--- src/rtl/ascon_tag_unit.sv ---
// Ascon tag unit: serialises the finalization tag (encrypt) or collects and constant-time compares it (decrypt).
// Optional build macro ASCON_TAG_ZEROIZE_EN clears tag/diff on return to IDLE and masks tag_out when not valid.
module ascon_tag_unit #(
    parameter int W = 32
) (
    input  logic         clk,
    input  logic         rst,
    input  logic         fin_valid,
    output logic         fin_ready,
    input  logic         fin_dec,
    input  logic [63:0]  t0,
    input  logic [63:0]  t1,
    output logic [W-1:0] tag_out,
    output logic         tag_out_valid,
    input  logic         tag_out_ready,
    input  logic [W-1:0] tag_in,
    input  logic         tag_in_valid,
    output logic         tag_in_ready,
    output logic         res_valid,
    output logic         res_ok,
    input  logic         res_ready
);
    localparam int BEATS = 128 / W;
    localparam int CW    = (BEATS > 1) ? $clog2(BEATS) : 1;

    typedef enum logic [1:0] {IDLE, EMIT, COLLECT, RESULT} state_t;

    state_t         state_q, state_d;
    logic [127:0]   tag_q, tag_d;
    logic [CW-1:0]  cnt_q, cnt_d;
    logic [W-1:0]   diff_q, diff_d;
    logic           fin_ready_q;
    logic           tag_out_valid_q;
    logic           tag_in_ready_q;
    logic           res_valid_q;
    logic           res_ok_q;

    logic [W-1:0]   beat [BEATS];
    logic [W-1:0]   cur_beat;
    logic           last_beat;

    // Beat 0 is the most significant W bits of {t0, t1}.
    generate
        for (genvar gi = 0; gi < BEATS; gi++) begin : g_beat
            assign beat[gi] = tag_q[127 - gi*W -: W];
        end
    endgenerate

    assign cur_beat  = beat[cnt_q];
    assign last_beat = (cnt_q == CW'(BEATS - 1));

    always_comb begin
        state_d = state_q;
        tag_d   = tag_q;
        cnt_d   = cnt_q;
        diff_d  = diff_q;
        case (state_q)
            IDLE: begin
                if (fin_valid) begin
                    tag_d   = {t0, t1};
                    cnt_d   = '0;
                    diff_d  = '0;
                    state_d = fin_dec ? COLLECT : EMIT;
                end
            end
            EMIT: begin
                if (tag_out_ready) begin
                    if (last_beat) begin
                        cnt_d   = '0;
                        state_d = IDLE;
`ifdef ASCON_TAG_ZEROIZE_EN
                        tag_d   = '0;
                        diff_d  = '0;
`endif
                    end else begin
                        cnt_d = cnt_q + 1'b1;
                    end
                end
            end
            COLLECT: begin
                // Every beat is folded in; a mismatch never shortens the collection.
                if (tag_in_valid) begin
                    diff_d = diff_q | (tag_in ^ cur_beat);
                    if (last_beat) begin
                        cnt_d   = '0;
                        state_d = RESULT;
                    end else begin
                        cnt_d = cnt_q + 1'b1;
                    end
                end
            end
            RESULT: begin
                if (res_ready) begin
                    state_d = IDLE;
`ifdef ASCON_TAG_ZEROIZE_EN
                    tag_d   = '0;
                    diff_d  = '0;
`endif
                end
            end
            default: state_d = IDLE;
        endcase
    end

    always_ff @(posedge clk) begin
        if (rst) begin
            state_q         <= IDLE;
            tag_q           <= '0;
            cnt_q           <= '0;
            diff_q          <= '0;
            fin_ready_q     <= 1'b1;
            tag_out_valid_q <= 1'b0;
            tag_in_ready_q  <= 1'b0;
            res_valid_q     <= 1'b0;
            res_ok_q        <= 1'b0;
        end else begin
            state_q         <= state_d;
            tag_q           <= tag_d;
            cnt_q           <= cnt_d;
            diff_q          <= diff_d;
            fin_ready_q     <= (state_d == IDLE);
            tag_out_valid_q <= (state_d == EMIT);
            tag_in_ready_q  <= (state_d == COLLECT);
            res_valid_q     <= (state_d == RESULT);
            // Only the complete diff is ever exposed; partial compares stay internal.
            res_ok_q        <= (state_d == RESULT) && (diff_d == '0);
        end
    end

    assign fin_ready     = fin_ready_q;
    assign tag_out_valid = tag_out_valid_q;
    assign tag_in_ready  = tag_in_ready_q;
    assign res_valid     = res_valid_q;
    assign res_ok        = res_ok_q;

`ifdef ASCON_TAG_ZEROIZE_EN
    assign tag_out = tag_out_valid_q ? cur_beat : '0;
`else
    assign tag_out = cur_beat;
`endif

endmodule
--- config.mk ---
export PLATFORM = sky130hd
export DESIGN_NAME = ascon_tag_unit
export DESIGN_NICKNAME = d
export VERILOG_FILES = /design/src/rtl/ascon_tag_unit.sv
export SDC_FILE = /design/constraint.sdc
export NUM_CORES = 1
export LEC_CHECK = 0
export ABC_AREA = 1
export CORE_UTILIZATION = 50
export CTS_BUF_LIST = sky130_fd_sc_hd__clkbuf_16
export DETAILED_ROUTE_END_ITERATION = 10
export PLACE_DENSITY = 0.85
export SLEW_MARGIN = 20
export SYNTH_ARGS = -nofsm -noshare
export SYNTH_HDL_FRONTEND = slang
export SYNTH_SLANG_ARGS = --single-unit
--- constraint.sdc ---
create_clock -name clk -period 2.85 [get_ports clk]
set_input_delay 0.4275 -clock clk [delete_from_list [all_inputs] [get_ports clk]]
set_output_delay 0.4275 -clock clk [all_outputs]
set_load 0.03 [all_outputs]
==> reports/qor.csv <==
metric,value,unit
clkPwrFrac,32.9,%
tightest_slew,0.752,ns
final_nets,1536,
clock_skew,0.00786,ns
initial_core_util,51.2,%
area_delta_synth_final,33.9,%
run_status,finished clean,
io_pins,204,
finalCritPeriodShare,87.5,%
netSwitchingFraction,32.7,%
path_buf_inv,3,
start_kind,register,
clock_sinks,169,
use_met2,46.5,%
mostFrequentLayoutCell,nor2_1,
busiest_layer,met2,
crit_path_end_kind,primary output,
io_buffers,203,
core-area,15200,um^2
hold_ws,0.475,ns
cts_buffers,17,
p_sw,2.29,mW
grt_pass1_wl,36100,um
clockBufferDepth,2,
yosys_warnings,0,
period_minus_slack,2.49,ns
reg2reg_depth,10,
fp.dieH,127,um
ys_seq_area_share,43.5,%
path_cells,buf_4 > nand2_1 > nand3_1 > nand2_1 > inv_1 > buf_4,
post_cts_buffers,0,
share_seq_of_total_power,38.1,%
drive_gt1_share,5.88,%
ys_ff_latch,169,
drv_slew,0,
cts_resized,0,
syn-num-nets,1373,
slowest_delay,0.61,ns
total_power,7.01,mW
drv_cap,0,
fmax,401,MHz
worstHoldPathCells,2,
dpl_cell_area,9830,um^2
place_worst_setup_slack,0.586,ns
syn-cell-area,7780,um^2
h-tree-depth,4,
yosys_most_used_dff,dfxtp_1,
cp_top_family,buffers and inverters,
p_per_area,673,nW/um^2
crit_cells,6,
min_path_type,register to register,
setup_violations,0,
syn_inst,1201,
hpwl,15600,um
grtUsageMet1,37.9,%
dr.first_iter.drc_count,806,
firstDrtPassIters,5,
die_area,16100,um^2
viasPerCell,5.19,
synth_enable_flop_cells,0,
cts_tree,done,
crit_arrival,2.07,ns
die_x,127,um
rows,45,
track_usage,28.7,%
rsz0062_at_grt,no,
final_area,10400,um^2
p_int,4.72,mW
hold_viol,0,
antenna_found_initial,1,
ant_nets,0,
num_vias,8125,
grt_pass1_vias,7469,
clk_latency,0.43,ns
vdd_drop_max,537,uV
wl_per_cell,14.4,um
layout_common_cells,"nor2_1, nand2_1, clkdlybuf4s50_1, dfxtp_1, o21ai_0",
power_frac_comb,29.0,%
grt_use_met3,5.82,%
wl,22600,um
cts_root_buffer,clkbuf_16,
relSlewSlack,49.9,%
grt_max_degree,130,
grt-ovfl-total,0,
syn_area_per_cell,6.48,um^2
path_class,register to primary output,
leakage,4.72,nW
postCtsHoldBufs,0,
clk_pin_slew,0.06,ns
cp_max_fo,66,
cp_slowest_cell,buf_4,
gp_congestion,0.828,
drc,0,
ys_async_sr_fraction,0,%
tns,0,ns
critPathRequiredTime,2.42,ns
setup_ws,0.357,ns
yosys.cell_types.count,21,
[synth_stat cells (3+ instances only)]
library cell	number	area [um^2]
a21oi_1	25	125
buf_6	9	101
nand3_1	119	596
clkbuf_1	47	176
o21ai_1	13	65.1
nand2_1	269	1010
inv_2	3	11.3
inv_1	95	357
dfxtp_1	169	3380
ha_1	5	62.6
o21ai_0	129	646
nor2_1	296	1110
buf_2	9	45.0
buf_4	6	45.0
[final timing paths]
kind                            slack [ns]        from     endpoint
worst max-delay path                  0.36    cnt_q[0]  tag_out[30]
worst min-delay path                  0.48  diff_q[11]   diff_q[11]
worst max register to register        0.68    cnt_q[0]       res_ok
worst min register to register        0.48  diff_q[11]   diff_q[11]
[power by group through the flow]
stage / sequential [mW] / clock [mW] / combinational, mW
final: 2.67 / 2.30 / 2.03
after global routing: 2.69 / 2.42 / 2.22
after CTS: 2.67 / 2.31 / 2.02
after detailed placement: 2.72 / 0 / 2.01
after global placement: 2.71 / 0 / 1.98
after floorplan: 2.71 / 0 / 1.24
[per-layer routing]
layer	share of wire (%)	wire length [um]	vias up
li1	-	-	4093
met4	2.3	526	0
met5	0	0	-
met3	6.3	1430	47
met1	45	10100	3690
met2	47	10600	295
[per-stage QoR]
| step | cells | util, % |
|---|---|---|
| CTS | 1565 | 68.5 |
| finish | 1566 | 68.5 |
| floorplan | 1201 | - |
| global route | 1565 | 68.5 |
| global placement | 1533 | 64.7 |
| detailed placement | 1533 | 64.7 |
[worst min-delay path, cell delays in order (launching register included)]
cell and delay (ns):
dfxtp_1 0.30, nand2_1 0.07, a21oi_1 0.06
[cell families after synthesis]
family | synth area share (%)
AND/OR/NAND/NOR | 35.2
AO/OA/AOI/OAI | 11.0
adder cells (fa/ha/maj) | 0.804
buffers and inverters | 9.50
flip-flops | 43.5
[state kept, by name, summed over array words and instances (netlist names)]
register and count:
cnt_q 2, tag_out_valid 1, diff_q 32, tag_in_ready 1, res_ok 1, res_valid 1
beat 128, fin_ready 1, state_q 2
[final cells by class]
| class | count | area [um^2] |
|---|---|---|
| Multi-Input combinational cell | 862 | 3670 |
| Timing Repair Buffer | 216 | 2170 |
| Tap cell | 188 | 235 |
| Clock buffer | 17 | 425 |
| Antenna cell | 1 | 2.50 |
| Sequential cell | 169 | 3380 |
| Clock inverter | 15 | 159 |
| Fill cell | 1286 | 4780 |
| Inverter | 98 | 372 |
Power figures use the tool's default switching activity.
